**config.mk**
```make
export PLATFORM = sky130hd
export DESIGN_NAME = fft_r2_stage_sequencer
export DESIGN_NICKNAME = d
export VERILOG_FILES = /design/src/rtl/fft_pkg.sv /design/src/rtl/fft_seq_delay_line.sv /design/src/rtl/fft_r2_stage_sequencer.sv
export SDC_FILE = /design/constraint.sdc
export NUM_CORES = 1
export LEC_CHECK = 0
export BUFFER_PORTS_ARGS = -buffer_cell sky130_fd_sc_hd__clkbuf_2
export CAP_MARGIN = 20
export CORE_UTILIZATION = 31
export DETAILED_ROUTE_END_ITERATION = 7
export PLACE_DENSITY_LB_ADDON = 0.3
export REMOVE_ABC_BUFFERS = 1
export SYNTH_ARGS = -nofsm -noshare
export SYNTH_HDL_FRONTEND = slang
export SYNTH_SLANG_ARGS = --single-unit
```
**constraint.sdc**
```tcl
create_clock -name i_clk -period 2.15 [get_ports i_clk]
set_clock_uncertainty 0.15 [all_clocks]
set_input_delay 0.215 -clock i_clk [delete_from_list [all_inputs] [get_ports i_clk]]
set_output_delay 0.215 -clock i_clk [all_outputs]
set_load 0.01 [all_outputs]
```
**src/rtl/fft_pkg.sv**
```systemverilog
// Shared definitions for the radix-2 FFT stage sequencer: FSM state
// encoding, FFT size helpers and the bit-reverse function.
package fft_pkg;

  // Sequencer FSM states
  typedef enum logic [2:0] {
    ST_IDLE       = 3'd0,
    ST_RUN        = 3'd1,
    ST_DRAIN      = 3'd2,
    ST_DRAIN_LAST = 3'd3,
    ST_DONE       = 3'd4
  } fft_seq_state_e;

  // FFT length N = 2**n_log2
  function automatic int unsigned fft_n(input int unsigned n_log2);
    return 32'd1 << n_log2;
  endfunction

  // N/2: butterflies per stage and twiddle ROM depth
  function automatic int unsigned fft_half(input int unsigned n_log2);
    return fft_n(n_log2) >> 1;
  endfunction

  // N/4: offset between the two twiddle lookups
  function automatic int unsigned fft_quarter(input int unsigned n_log2);
    return fft_n(n_log2) >> 2;
  endfunction

  // Bits needed to hold a stage index 0..n_log2-1
  function automatic int unsigned fft_stage_w(input int unsigned n_log2);
    return (n_log2 <= 2) ? 1 : $clog2(n_log2);
  endfunction

  // Reverse the low w bits of x; bits above w come back as zero
  function automatic logic [31:0] fft_bit_rev(input logic [31:0] x, input int unsigned w);
    logic [31:0] v;
    logic [31:0] r;
    v = x;
    r = '0;
    for (int unsigned i = 0; i < 32; i++) begin
      if (i < w) begin
        r = {r[30:0], v[0]};
        v = v >> 1;
      end
    end
    return r;
  endfunction

endpackage

```
**src/rtl/fft_seq_delay_line.sv**
```systemverilog
// Fixed-depth shift register with synchronous clear, used to align
// issue-time controls with the butterfly input and write-back stages.
module fft_seq_delay_line #(
  parameter int unsigned DEPTH = 1,
  parameter int unsigned WIDTH = 1
) (
  input  logic             i_clk,
  input  logic             i_clr,
  input  logic [WIDTH-1:0] i_d,
  output logic [WIDTH-1:0] o_q
);

  generate
    if (DEPTH == 0) begin : g_pass
      // Zero latency: straight wire
      assign o_q = i_d;
    end else if (DEPTH == 1) begin : g_one
      logic [WIDTH-1:0] r_pipe;

      // Single register stage
      always_ff @(posedge i_clk) begin
        if (i_clr) r_pipe <= '0;
        else       r_pipe <= i_d;
      end

      assign o_q = r_pipe;
    end else begin : g_many
      logic [DEPTH*WIDTH-1:0] r_pipe;

      // Shift new sample in at the bottom, oldest leaves at the top
      always_ff @(posedge i_clk) begin
        if (i_clr) r_pipe <= '0;
        else       r_pipe <= {r_pipe[(DEPTH-1)*WIDTH-1:0], i_d};
      end

      assign o_q = r_pipe[DEPTH*WIDTH-1 -: WIDTH];
    end
  endgenerate

endmodule

```
**src/rtl/fft_r2_stage_sequencer.sv**
```systemverilog
// Stage/butterfly sequencer for an in-place radix-2 DIT FFT.
// Issues one butterfly read per cycle, drains the pipeline between stages
// so the first read of a stage follows the last write of the previous one,
// and aligns butterfly enables and write-back addresses to the datapath.
// Optional: define FFT_SEQ_BITREV_EN to bit-reverse stage-0 read addresses
// (input frame stored in natural order); write addresses stay natural.
module fft_r2_stage_sequencer
  import fft_pkg::*;
#(
  parameter  int unsigned N_LOG2   = 4,
  parameter  int unsigned TW_W     = N_LOG2 - 1,
  parameter  int unsigned RD_LAT   = 1,
  parameter  int unsigned PIPE_LAT = 3,
  localparam int unsigned ST_W     = fft_stage_w(N_LOG2)
) (
  input  logic              i_clk,
  input  logic              i_rst,
  input  logic              i_start,
  input  logic              i_cfg_modify,
  input  logic              i_hold,
  output logic              o_busy,
  output logic              o_done,
  output logic [ST_W-1:0]   o_stage,
  output logic              o_rd_en,
  output logic [N_LOG2-1:0] o_rd_addr_a,
  output logic [N_LOG2-1:0] o_rd_addr_b,
  output logic [TW_W-1:0]   o_tw_addr,
  output logic [TW_W-1:0]   o_tw2_addr,
  output logic              o_bf_en,
  output logic              o_bf_en_modify,
  output logic              o_wr_en,
  output logic [N_LOG2-1:0] o_wr_addr_a,
  output logic [N_LOG2-1:0] o_wr_addr_b
);

  localparam int unsigned K_W   = N_LOG2 - 1;
  localparam int unsigned CNT_W = $clog2(PIPE_LAT + 1);
  localparam int unsigned WB_W  = 1 + 2 * N_LOG2;

  localparam logic [K_W-1:0]   K_LAST   = K_W'(fft_half(N_LOG2) - 1);
  localparam logic [ST_W-1:0]  S_LAST   = ST_W'(N_LOG2 - 1);
  localparam logic [CNT_W-1:0] CNT_LAST = CNT_W'(PIPE_LAT - 1);
  localparam logic [TW_W-1:0]  TW_QTR   = TW_W'(fft_quarter(N_LOG2));

  fft_seq_state_e    r_state;
  logic [K_W-1:0]    r_k;
  logic [ST_W-1:0]   r_s;
  logic [CNT_W-1:0]  r_cnt;
  logic              r_cfg_mod;
  logic              r_busy;
  logic              r_done;
  logic              r_rd_en;
  logic              r_rd_mod;
  logic [N_LOG2-1:0] r_rd_addr_a;
  logic [N_LOG2-1:0] r_rd_addr_b;
  logic [TW_W-1:0]   r_tw_addr;
  logic [TW_W-1:0]   r_tw2_addr;

  logic [N_LOG2-1:0] w_k_ext;
  logic [N_LOG2-1:0] w_span;
  logic [N_LOG2-1:0] w_low_mask;
  logic [N_LOG2-1:0] w_addr_a_nat;
  logic [N_LOG2-1:0] w_addr_b_nat;
  logic [N_LOG2-1:0] w_addr_a;
  logic [N_LOG2-1:0] w_addr_b;
  logic [ST_W-1:0]   w_tw_shift;
  logic [TW_W-1:0]   w_tw;
  logic [TW_W-1:0]   w_tw2;
  logic [N_LOG2-1:0] w_wb_src_a;
  logic [N_LOG2-1:0] w_wb_src_b;
  logic [1:0]        w_bf_q;
  logic [WB_W-1:0]   w_wb_q;

`ifdef FFT_SEQ_BITREV_EN
  logic [N_LOG2-1:0] r_nat_a;
  logic [N_LOG2-1:0] r_nat_b;
`endif

  // Butterfly operand and twiddle addresses for the current (s, k)
  always_comb begin
    w_k_ext      = N_LOG2'(r_k);
    w_span       = N_LOG2'(1) << r_s;
    w_low_mask   = w_span - N_LOG2'(1);
    w_addr_a_nat = (((w_k_ext >> r_s) << r_s) << 1) | (w_k_ext & w_low_mask);
    w_addr_b_nat = w_addr_a_nat + w_span;
    w_tw_shift   = S_LAST - r_s;
    w_tw         = TW_W'((w_k_ext & w_low_mask) << w_tw_shift);
    w_tw2        = w_tw + TW_QTR;
    w_addr_a     = w_addr_a_nat;
    w_addr_b     = w_addr_b_nat;
`ifdef FFT_SEQ_BITREV_EN
    if (r_s == '0) begin
      w_addr_a = N_LOG2'(fft_bit_rev(32'(w_addr_a_nat), N_LOG2));
      w_addr_b = N_LOG2'(fft_bit_rev(32'(w_addr_b_nat), N_LOG2));
    end
`endif
  end

  // Sequencer FSM with registered issue outputs
  always_ff @(posedge i_clk) begin
    if (i_rst) begin
      r_state     <= ST_IDLE;
      r_k         <= '0;
      r_s         <= '0;
      r_cnt       <= '0;
      r_cfg_mod   <= 1'b0;
      r_busy      <= 1'b0;
      r_done      <= 1'b0;
      r_rd_en     <= 1'b0;
      r_rd_mod    <= 1'b0;
      r_rd_addr_a <= '0;
      r_rd_addr_b <= '0;
      r_tw_addr   <= '0;
      r_tw2_addr  <= '0;
`ifdef FFT_SEQ_BITREV_EN
      r_nat_a     <= '0;
      r_nat_b     <= '0;
`endif
    end else begin
      r_busy      <= (r_state == ST_RUN) || (r_state == ST_DRAIN) ||
                     (r_state == ST_DRAIN_LAST);
      r_done      <= 1'b0;
      r_rd_en     <= 1'b0;
      r_rd_mod    <= 1'b0;
      r_rd_addr_a <= '0;
      r_rd_addr_b <= '0;
      r_tw_addr   <= '0;
      r_tw2_addr  <= '0;
`ifdef FFT_SEQ_BITREV_EN
      r_nat_a     <= '0;
      r_nat_b     <= '0;
`endif
      case (r_state)
        ST_IDLE: begin
          if (i_start) begin
            r_state   <= ST_RUN;
            r_cfg_mod <= i_cfg_modify;
            r_k       <= '0;
            r_s       <= '0;
            r_cnt     <= '0;
          end
        end
        ST_RUN: begin
          if (!i_hold) begin
            r_rd_en     <= 1'b1;
            r_rd_mod    <= r_cfg_mod && (r_s == S_LAST);
            r_rd_addr_a <= w_addr_a;
            r_rd_addr_b <= w_addr_b;
            r_tw_addr   <= w_tw;
            r_tw2_addr  <= w_tw2;
`ifdef FFT_SEQ_BITREV_EN
            r_nat_a     <= w_addr_a_nat;
            r_nat_b     <= w_addr_b_nat;
`endif
            if (r_k == K_LAST) begin
              r_k     <= '0;
              r_cnt   <= '0;
              r_state <= (r_s == S_LAST) ? ST_DRAIN_LAST : ST_DRAIN;
            end else begin
              r_k <= r_k + K_W'(1);
            end
          end
        end
        ST_DRAIN: begin
          if (r_cnt == CNT_LAST) begin
            r_cnt   <= '0;
            r_s     <= r_s + ST_W'(1);
            r_state <= ST_RUN;
          end else begin
            r_cnt <= r_cnt + CNT_W'(1);
          end
        end
        ST_DRAIN_LAST: begin
          if (r_cnt == CNT_LAST) begin
            r_cnt   <= '0;
            r_state <= ST_DONE;
          end else begin
            r_cnt <= r_cnt + CNT_W'(1);
          end
        end
        ST_DONE: begin
          r_done  <= 1'b1;
          r_s     <= '0;
          r_state <= ST_IDLE;
        end
        default: r_state <= ST_IDLE;
      endcase
    end
  end

`ifdef FFT_SEQ_BITREV_EN
  assign w_wb_src_a = r_nat_a;
  assign w_wb_src_b = r_nat_b;
`else
  assign w_wb_src_a = r_rd_addr_a;
  assign w_wb_src_b = r_rd_addr_b;
`endif

  // Butterfly enable/modify aligned with data arriving from RAM/ROM
  fft_seq_delay_line #(
    .DEPTH (RD_LAT),
    .WIDTH (2)
  ) u_bf_dly (
    .i_clk (i_clk),
    .i_clr (i_rst),
    .i_d   ({r_rd_en, r_rd_mod}),
    .o_q   (w_bf_q)
  );

  // Write strobe and natural-order addresses aligned with butterfly results
  fft_seq_delay_line #(
    .DEPTH (PIPE_LAT),
    .WIDTH (WB_W)
  ) u_wb_dly (
    .i_clk (i_clk),
    .i_clr (i_rst),
    .i_d   ({r_rd_en, w_wb_src_a, w_wb_src_b}),
    .o_q   (w_wb_q)
  );

  assign o_busy         = r_busy;
  assign o_done         = r_done;
  assign o_stage        = r_s;
  assign o_rd_en        = r_rd_en;
  assign o_rd_addr_a    = r_rd_addr_a;
  assign o_rd_addr_b    = r_rd_addr_b;
  assign o_tw_addr      = r_tw_addr;
  assign o_tw2_addr     = r_tw2_addr;
  assign o_bf_en        = w_bf_q[1];
  assign o_bf_en_modify = w_bf_q[0];
  assign o_wr_en        = w_wb_q[WB_W-1];
  assign o_wr_addr_a    = w_wb_q[2*N_LOG2-1 -: N_LOG2];
  assign o_wr_addr_b    = w_wb_q[N_LOG2-1:0];

endmodule

```
==> results of run 1 <==
state kept, by name, indices dropped and copies added, names as in the netlist:
name and cells:
u_wb_dly.g_many.r_pipe 27, o_rd_addr_a 4, o_rd_addr_b 4, o_tw_addr 3
r_k 3, r_state 3, o_stage 2, r_cnt 2
o_busy 1, o_done 1, o_rd_en 1, o_tw2_addr 1
r_cfg_mod 1, r_rd_mod 1, u_bf_dly.o_q 1
worst max path at each step:
stage	start	endpoint	slack, ps	depth (start not counted)
2_1_floorplan	o_stage[1]$_SDFFE_PP0P_	o_rd_addr_b[3]$_SDFF_PP0_	60	9
3_3_place_gp	o_stage[1]$_SDFFE_PP0P_	o_rd_addr_b[3]$_SDFF_PP0_	220	9
3_5_place_dp	o_stage[1]$_SDFFE_PP0P_	o_rd_addr_b[3]$_SDFF_PP0_	160	9
4_1_cts	o_stage[1]$_SDFFE_PP0P_	o_rd_addr_b[3]$_SDFF_PP0_	130	9
5_1_grt	o_stage[0]$_SDFFE_PP0P_	o_rd_addr_b[3]$_SDFF_PP0_	70	8
6_report	o_stage[0]$_SDFFE_PP0P_	o_rd_addr_b[3]$_SDFF_PP0_	240	8
report_power, final:
group	switching (mW)	internal, mW
combinational	0.0519	0.0309
clock	0.308	0.340
sequential	0.00778	1.03
layout by cell type, fill, tap and decap left out, types with 2 or more instances in the layout:
cell type  instances
and3_1             2
nand2_1           10
nor2b_1           29
nor3_1             4
clkbuf_2          34
nor4b_1            2
o21ai_0            5
a21oi_1           12
buf_4              7
nand3_1            2
inv_1              8
nor2_1            16
nand2b_1           2
dfxtp_1           54
clkbuf_8           5
xor2_1             2
ha_1               9
nand4_1            3
worst max-delay path: stages, from the launching register on:
cell and delay (ps):
dfxtp_1 370, ha_1 230, nand2_1 60, o21ai_0 100
ha_1 330, a21oi_1 180, xor2_1 190, xnor2_1 130
nor2_1 50
layout make-up:
| type | instances | area (µm²) | share of cell area [%] |
|---|---|---|---|
| multi-input combinational | 119 | 786 | 33.3 |
| sequential | 55 | 1100 | 46.8 |
| tap | 77 | 96.3 | 4.09 |
| clock buffer | 5 | 68.8 | 2.92 |
| inverter | 9 | 33.8 | 1.43 |
| clock inverter | 2 | 37.5 | 1.59 |
| timing repair buffer | 42 | 233 | 9.87 |
cell families (layout without fill, tap and decap cells):
kind of cell,after synthesis,in the layout
muxes,1,1
DFF,55,55
AOI/OAI and AO/OA,25,25
other,1,1
and+or+nand+nor,79,79
xor gates and xnor gates,3,3
adders and majority gates,10,10
buffers and inverters,28,58
repair_timing:
action | in CTS | in global routing
endpoints found under the hold margin | 1 | 0
endpoints found under the setup margin | 0 | 1
gates resized for setup | 0 | 1
hold buffers | 1 | 0
metal layers:
| metal | part of all wire (%) | wire, µm | vias to the layer above |
|---|---|---|---|
| met4 | 1.6 | 53 | 0 |
| met5 | 0 | 0 | - |
| met2 | 45 | 1470 | 32 |
| met1 | 49 | 1610 | 609 |
| met3 | 4.9 | 162 | 4 |
| li1 | - | - | 700 |
per-stage QoR:
step	util (%)	worst slack [ps]	power, mW
final	36.9	237	1.77
after global routing	36.9	70.5	1.85
after CTS	36.9	133	1.80
after detailed placement	35.1	159	1.14
after global placement	35.1	216	1.14
after floorplan	-	60.3	1.11
==> metrics.yaml, run 1 <==
routing:
  dr.pass1.iters: 4
  wirelength_mm: 3.29
  num_vias: 1345
  routedWlPerCell_um: 10.7
  via_per_inst: 4.35
  route.detailed.drc: 0
  drtIter0Drc: 35
  ant_nets: 0
final_layout:
  fin_nets: 247
  synthToLayoutAreaGrowth_pct: 14.6
  drive_gt1_share_pct: 24.6
  stdcell_count: 309
  fill_cells: 668
  fin_area_mm2: 0.00236
  antenna_cells: 0
yosys:
  yosys-top-cells-count: "dfxtp_1, nor2b_1, nor2_1, a21oi_1, buf_4"
  synth_compound_area_share_pct: 7.54
  synth_top_family_by_area: "simple AND/OR/NAND/NOR gates"
  async_reset_ff_share_pct: 0
  synthAdderAreaFrac_pct: 6.45
  synth_seq_area_share_pct: 53.5
  synthFlopType: "dfxtp_1"
  syn_area_per_cell_um2: 10.2
  synth_edf_count: 0
  synth_xor_area_share_pct: 1.28
  synth_mux_area_share_pct: 0.487
  yosysTopAreaCell: "dfxtp_1"
  synth_top_area_share_pct: 53.5
  yosysUniqueCellTypes: 41
  yosys.area_share.simple_pct: 22.3
  synth.most_common_cell: "dfxtp_1"
  ys_warn_count: 0
  synth-seq-cells: 55
  synth_area_mm2: 0.00206
  syn_inst: 202
  netlist_top_cells_area: "dfxtp_1, nor2b_1, ha_1, buf_4, a21oi_1"
grt:
  grt-ovfl-total: 0
  grtUsageMet2_pct: 15.4
  track_usage_pct: 10.4
  grt_antenna_before_repair: 0
  grt_pass1_wl_mm: 5.66
  grt_pass1_vias: 1217
  grt_max_degree: 29
  gr-max-usage-layer: "met2"
  use_met1_pct: 13.1
  gr-usage-met3_pct: 3.86
timing:
  setup_viol_count_final: 0
  tns_ps: 0
  fmax_ghz: 0.523
  period_share_pct: 89.0
  rsz0062_at_grt: "no"
  hold_violations: 0
  finalMaxSlewViolations: 0
  period_needed_ps: 1910
  hold_ws_ps: 148
die:
  start_util_pct: 32.2
  die_w_um: 83.5
  row_count: 29
  die_y_um: 83.5
  die_area_mm2: 0.00696
  ios: 35
  coreArea_mm2: 0.00639
run:
  drv_cap: 0
critical_path:
  crit_required_ps: 2190
  start_kind: "flip-flop"
  path_class: "flip-flop to flip-flop"
  reg2reg_to: "o_rd_addr_b[3]$_SDFF_PP0_"
  cp.arrival_ps: 1950
  crit_fanout: 6
  reg2reg_depth: 8
  cp-end-kind: "flip-flop"
  reg2reg_slack_ps: 240
  reg2reg_from: "o_stage[0]$_SDFFE_PP0P_"
power_and_ir_drop:
  peakVddDrop_uv: 352
  power_density_mw_per_mm2: 750
  leakagePower_nw: 1.01
cts:
  clockBufferDepth: 2
  cts_root_buf: "clkbuf_8"
  cts_buffers: 5
  cts_setup_buffers: 0
  cts_sinks: 55
  h-tree-depth: 2
  clock_latency_ps: 300
  clk_pin_slew_ps: 90
  tritoncts: "yes"
worst_hold_path:
  hp-start: "i_start"
  hold_path_class: "input pin to flip-flop"
  worstHoldEndpoint: "r_state[0]$_SDFFE_PP0P_"
  whs_path_depth: 3
place:
  io_buffers: 34
  dpl_cell_area_mm2: 0.00224
  dpl.hpwl_mm: 2.37
  gp_congestion: 0.792
  dp_cells: 301
status:
  outcome: "complete, no violations"
Power figures use the tool's default switching activity.
==> inputs of run 2 (changes only) <==
--- a/config.mk
+++ b/config.mk
@@ -10,7 +10,7 @@
 export CORE_UTILIZATION = 31
 export DETAILED_ROUTE_END_ITERATION = 7
 export PLACE_DENSITY_LB_ADDON = 0.3
-export REMOVE_ABC_BUFFERS = 1
+export RECOVER_POWER = 50
 export SYNTH_ARGS = -nofsm -noshare
 export SYNTH_HDL_FRONTEND = slang
 export SYNTH_SLANG_ARGS = --single-unit
==> run 2 against run 1 <==
  * Largest cell class unchanged
  * Sequential cell count unchanged
  * Die area stayed put
  * Non-clock buffer count did not move
  * Highest routed layer unchanged
  * Critical path type unchanged
==> metrics.yaml, run 2 (same netlist as run 1, synthesis figures left out) <==
status:
  outcome: "complete, no violations"  # unchanged
final_layout:
  synthToLayoutAreaGrowth_pct: 13.0  # was 14.6%
  layout_common_cells: "dfxtp_1, nor2b_1, clkbuf_2, nor2_1, clkbuf_1"  # was dfxtp_1, clkbuf_2, nor2b_1, nor2_1, a21oi_1
  drive_gt1_share_pct: 18.0  # was 24.6%
  largest_reg_flops: 27  # unchanged
  antenna_cells: 0  # unchanged
  registers.top_by_ff_count: "u_wb_dly.g_many.r_pipe"  # unchanged
  layout_commonest_cell: "dfxtp_1"  # unchanged
  fin_nets: 247  # unchanged
yosys:
  synthesis.nets: 217
grt:
  grt_max_degree: 29  # unchanged
  grt_antenna_before_repair: 0  # unchanged
  grt-ovfl-total: 0  # unchanged
  track_usage_pct: 9.82  # was 10.4%
  grt_pass1_vias: 1209  # was 1,217
  grt_pass1_wl_mm: 5.47  # was 5.66 mm
cts:
  cts_buffers: 5  # unchanged
  clk_pin_slew_ps: 100  # was 90 ps
  cts_sinks: 55  # unchanged
  tritoncts: "yes"  # unchanged
  clock_latency_ps: 300  # about the same
  cts_setup_buffers: 0  # unchanged
  h-tree-depth: 2  # unchanged
  cts_root_buf: "clkbuf_8"  # unchanged
  clockBufferDepth: 2  # unchanged
worst_hold_path:
  whs_path_depth: 3  # unchanged
  hold_path_class: "input pin to flip-flop"  # unchanged
  hp-start: "i_start"  # unchanged
  worstHoldEndpoint: "r_state[0]$_SDFFE_PP0P_"  # unchanged
timing:
  slew_headroom_pct: 25.4
  period_share_pct: 93.5  # was 89.0%
  hold_violations: 0  # unchanged
  fmax_ghz: 0.498  # was 0.523 GHz
  finalMaxSlewViolations: 0  # unchanged
  tns_ps: 0  # unchanged
  rsz0062_at_grt: "no"  # unchanged
  setup_viol_count_final: 0  # unchanged
  period_needed_ps: 2010  # was 1910 ps
  tightest_slew_ps: 1120
place:
  dpl.hpwl_mm: 2.30  # was 2.37 mm
  io_buffers: 34  # unchanged
  gp_congestion: 0.806  # was 0.792
die:
  row_count: 29  # unchanged
  die_w_um: 83.5  # unchanged
  die_y_um: 83.5  # unchanged
  ios: 35  # unchanged
  die_area_mm2: 0.00696  # unchanged
  start_util_pct: 32.2  # unchanged
  coreArea_mm2: 0.00639  # unchanged
critical_path:
  path_class: "flip-flop to flip-flop"  # unchanged
  cp.arrival_ps: 2050  # was 1950 ps
  crit_fanout: 7  # was 6
  reg2reg_depth: 8  # unchanged
  reg2reg_from: "o_stage[0]$_SDFFE_PP0P_"  # unchanged
  cp-end-kind: "flip-flop"  # unchanged
  start_kind: "flip-flop"  # unchanged
  crit_required_ps: 2200  # was 2190 ps
  reg2reg_slack_ps: 140  # was 240 ps
  reg2reg_to: "o_rd_addr_b[3]$_SDFF_PP0_"  # unchanged
run:
  drv_cap: 0  # unchanged
power_and_ir_drop:
  peakVddDrop_uv: 320  # was 352 µV
  power_density_mw_per_mm2: 734  # was 750 mW/mm²
  finalPower_mw: 1.71  # was 1.77 mW
  leakagePower_nw: 0.956  # was 1.01 nW
routing:
  dr.pass1.iters: 4  # unchanged
  ant_nets: 0  # unchanged
  wirelength_mm: 3.30  # was 3.29 mm
  via_per_inst: 4.26  # was 4.35
  drtIter0Drc: 48  # was 35
  routedWlPerCell_um: 10.6  # was 10.7 µm
  route.detailed.drc: 0  # unchanged
  num_vias: 1320  # was 1,345
==> run 2: changes by cell type in the layout (fill, tap and decap cells not counted) <==
| cell | previous run | this run |
|---|---|---|
| buf_4 | 7 | 6 |
| bufinv_16 | 1 | 0 |
| clkbuf_1 | 0 | 15 |
| clkbuf_2 | 34 | 20 |
| clkinv_4 | 0 | 1 |
| dfxtp_1 | 54 | 55 |
| dfxtp_2 | 1 | 0 |
| inv_8 | 0 | 1 |
==> run 2: worst max-delay path by stage <==
stage	startpoint	to	slack, ps	cells after the start
6_report	o_stage[0]$_SDFFE_PP0P_	o_rd_addr_b[3]$_SDFF_PP0_	140	8
5_1_grt	o_stage[0]$_SDFFE_PP0P_	o_rd_addr_b[3]$_SDFF_PP0_	10	8
4_1_cts	o_stage[0]$_SDFFE_PP0P_	o_rd_addr_b[3]$_SDFF_PP0_	150	8
3_5_place_dp	o_stage[0]$_SDFFE_PP0P_	o_rd_addr_b[3]$_SDFF_PP0_	210	8
3_3_place_gp	o_stage[0]$_SDFFE_PP0P_	o_rd_addr_b[3]$_SDFF_PP0_	260	8
2_1_floorplan	o_stage[1]$_SDFFE_PP0P_	o_rd_addr_b[3]$_SDFF_PP0_	70	9
==> run 2: per-layer routing <==
layer  vias to the layer above  GRT usage, %  routed length, µm
li1                        698             -                  -
met3                         4          3.07                183
met1                       587          11.4               1520
met4                         0          3.70                 39
met2                        31          16.9               1560
met5                         -             0                  0
==> run 2: layout make-up <==
class | instances | area [µm²]
clock inverter | 3 | 27.5
tap | 77 | 96.3
sequential | 55 | 1100
clock buffer | 5 | 68.8
timing repair buffer | 42 | 211
inverter | 9 | 33.8
fill | 650 | 4060
multi-input combinational | 119 | 786
==> run 2: where the power goes <==
group | internal (mW) | switching [mW]
clock | 0.240 | 0.350
sequential | 1.03 | 0.00812
combinational | 0.0281 | 0.0511
total | 1.30 | 0.409
==> run 2: what timing repair did <==
action	CTS	global route
resized for setup	0	0
endpoints found under the hold margin	1	0
hold buffers	1	0
==> run 2: worst max-delay path, cell delays in order, from the launching register on <==
cell     delay [ps]
dfxtp_1         390
ha_1            240
nand2_1          70
o21ai_0         140
ha_1            360
a21oi_1         190
xor2_1          190
xnor2_1         130
nor2_1           50
==> run 2: through the flow <==
step / instance area [µm²] / util [%] / hold slack [ps] / setup WS, ps / cells
finish: 2320 / 36.4 / 151 / 141 / 310
global route: 2320 / 36.4 / 163 / 13.1 / 310
CTS: 2350 / 36.7 / 129 / 151 / 310
detailed placement: 2240 / 35.1 / 270 / 208 / 301
global placement: 2240 / 35.1 / 267 / 264 / 301
floorplan: 2060 / - / 137 / 67.5 / 202
==> inputs of run 3 (changes only) <==
==> constraint.sdc (replaced) <==
create_clock -name i_clk -period 2.15 [get_ports i_clk]
set_clock_uncertainty 0.15 [all_clocks]
set_input_delay 0.645 -clock i_clk [delete_from_list [all_inputs] [get_ports i_clk]]
set_output_delay 0.645 -clock i_clk [all_outputs]
set_load 0.01 [all_outputs]
==> run 3 against run 2 <==
  * Sequential cell count unchanged
  * Count of clock-buffer cells in the layout unchanged
  * Global-route usage increased by 0.17 points
  * Sequential power about the same
  * Design area decreased by 0.43%
  * Critical endpoint unchanged
  * Largest cell class unchanged
  * Highest routed layer unchanged
==> metrics.yaml, run 3 (same netlist as run 1, synthesis figures left out) <==
final_layout:
  fin_nets: 246  # was 247
  antenna_cells: 0  # unchanged
  fin_util_pct: 36.2  # was 36.4%
  layout_common_cells: "dfxtp_1, nor2b_1, clkbuf_2, nor2_1, clkbuf_1"  # unchanged
  layout_commonest_cell: "dfxtp_1"  # unchanged
  drive_gt1_share_pct: 19.0  # was 18.0%
  synthToLayoutAreaGrowth_pct: 12.5  # was 13.0%
  registers.top_by_ff_count: "u_wb_dly.g_many.r_pipe"  # unchanged
  largest_reg_flops: 27  # unchanged
  fill_cells: 672  # was 650
  multi_input_area_um2: 786  # unchanged
  regArea_mm2: 0.00110  # unchanged
  stdcell_count: 309  # was 310
routing:
  route.detailed.drc: 0  # unchanged
  via_per_inst: 4.33  # was 4.26
  num_vias: 1339  # was 1,320
  wirelength_mm: 3.27  # was 3.30 mm
  drtIter0Drc: 53  # was 48
  dr.pass1.iters: 4  # unchanged
  routedWlPerCell_um: 10.6  # about the same
  ant_nets: 0  # unchanged
critical_path:
  path_class: "flip-flop to flip-flop"  # unchanged
  reg2reg_slack_ps: 210  # was 140 ps
  crit_fanout: 7  # unchanged
  cp-end-kind: "flip-flop"  # unchanged
  crit_required_ps: 2200  # about the same
  cp.arrival_ps: 1990  # was 2050 ps
  start_kind: "flip-flop"  # unchanged
cts:
  ctsHoldBuffers: 0  # was 1
  clockBufferDepth: 2  # unchanged
  tritoncts: "yes"  # unchanged
  cts_setup_buffers: 0  # unchanged
  cts_root_buf: "clkbuf_8"  # unchanged
  h-tree-depth: 2  # unchanged
  clk_pin_slew_ps: 100  # about the same
  cts_sinks: 55  # unchanged
  cts_resized: 0  # unchanged
  clock_latency_ps: 300  # about the same
  cts_buffers: 5  # unchanged
die:
  ios: 35  # unchanged
  die_area_mm2: 0.00696  # unchanged
  die_w_um: 83.5  # unchanged
  start_util_pct: 32.2  # unchanged
  coreArea_mm2: 0.00639  # unchanged
  die_y_um: 83.5  # unchanged
  row_count: 29  # unchanged
power_and_ir_drop:
  netSwitchingFraction_pct: 23.8  # was 24.0%
  clock_power_share_pct: 34.5  # about the same
  leakagePower_nw: 0.959  # was 0.956 nW
  power.share.sequential_pct: 61.4  # was 60.8%
  p_comb_share_pct: 4.1  # was 4.6%
  peakVddDrop_uv: 328  # was 320 µV
  intPower_mw: 1.29  # was 1.30 mW
  power_density_mw_per_mm2: 734  # about the same
  p_sw_uw: 405  # was 409 µW
timing:
  tns_ps: 0  # unchanged
  fmax_ghz: 0.515  # was 0.498 GHz
  hold_violations: 0  # unchanged
  hold_ws_ps: 291  # was 151 ps
  setup_viol_count_final: 0  # unchanged
  setup_ws_ps: 210  # was 141 ps
  period_needed_ps: 1940  # was 2010 ps
  finalMaxSlewViolations: 0  # unchanged
  tightest_slew_ps: 1110  # was 1120 ps
  period_share_pct: 90.3  # was 93.5%
  rsz0062_at_grt: "no"  # unchanged
  slew_headroom_pct: 26.0  # was 25.4%
grt:
  track_usage_pct: 9.98  # was 9.82%
  grt_antenna_before_repair: 0  # unchanged
  grt_max_degree: 29  # unchanged
  grt-ovfl-total: 0  # unchanged
  grt_pass1_vias: 1225  # was 1,209
  grt_pass1_wl_mm: 5.57  # was 5.47 mm
place:
  dpl.hpwl_mm: 2.31  # was 2.30 mm
  dp_cells: 301  # unchanged
  dp_slack_ps: 220  # was 208 ps
  io_buffers: 34  # unchanged
  gp_congestion: 0.818  # was 0.806
status:
  outcome: "complete, no violations"  # unchanged
worst_hold_path:
  hold_path_class: "flip-flop to flip-flop"  # was input pin to flip-flop
yosys:
  synthesis.nets: 217  # unchanged
run:
  drv_cap: 0  # unchanged
## run 3: changes by cell type in the layout (fill, tap and decap cells not counted), sizes merged
cell / previous run / this run
dlygate4sd3: 1 / 0
clkbuf: 40 / 41
buf: 6 / 5
## run 3: area by class of cell
cell class,instances,area share [%]
Sequential cell,55,47.6
Inverter,9,1.46
Clock inverter,3,1.19
Clock buffer,5,2.97
Tap cell,77,4.16
Multi-Input combinational cell,119,33.9
Timing Repair Buffer,41,8.70
## run 3: through the flow
step | power, mW | cell area [µm²]
3_3_place_gp | 1.14 | 2240
5_1_grt | 1.79 | 2310
3_5_place_dp | 1.14 | 2240
4_1_cts | 1.74 | 2340
6_report | 1.70 | 2310
2_1_floorplan | 1.12 | 2060
## run 3: power groups by stage
stage                     clock [mW]  sequential [mW]  combinational, mW
after floorplan                    0             1.06             0.0612
after global placement             0             1.07             0.0721
after detailed placement           0             1.07             0.0727
after CTS                      0.619             1.04             0.0731
after global routing           0.665             1.05             0.0793
final                          0.586             1.04             0.0691
## run 3: path summary, 6_finish.rpt
kind | startpoint | to | cells past startpoint
setup reg to reg | o_stage[0]$_SDFFE_PP0P_ | o_rd_addr_b[3]$_SDFF_PP0_ | 8
setup / recovery | o_stage[0]$_SDFFE_PP0P_ | o_rd_addr_b[3]$_SDFF_PP0_ | 8
hold / removal | u_wb_dly.g_many.r_pipe[7]$_SDFF_PP0_ | u_wb_dly.g_many.r_pipe[16]$_SDFF_PP0_ | 1
hold reg to reg | u_wb_dly.g_many.r_pipe[7]$_SDFF_PP0_ | u_wb_dly.g_many.r_pipe[16]$_SDFF_PP0_ | 1
## run 3: critical path, cell delays in order, from the launching register on
cell     delay [ps]
dfxtp_1         390
ha_1            240
nand2_1          70
o21ai_0         100
ha_1            340
a21oi_1         180
xor2_1          190
xnor2_1         140
nor2_1           50
## run 3: metal layers
layer	vias to the layer above	global-route usage, %	share of wire, %
met4	0	2.77	0.46
met3	2	3.36	4.3
met5	-	0	0
li1	698	-	-
met2	28	17.1	49
met1	611	11.9	46
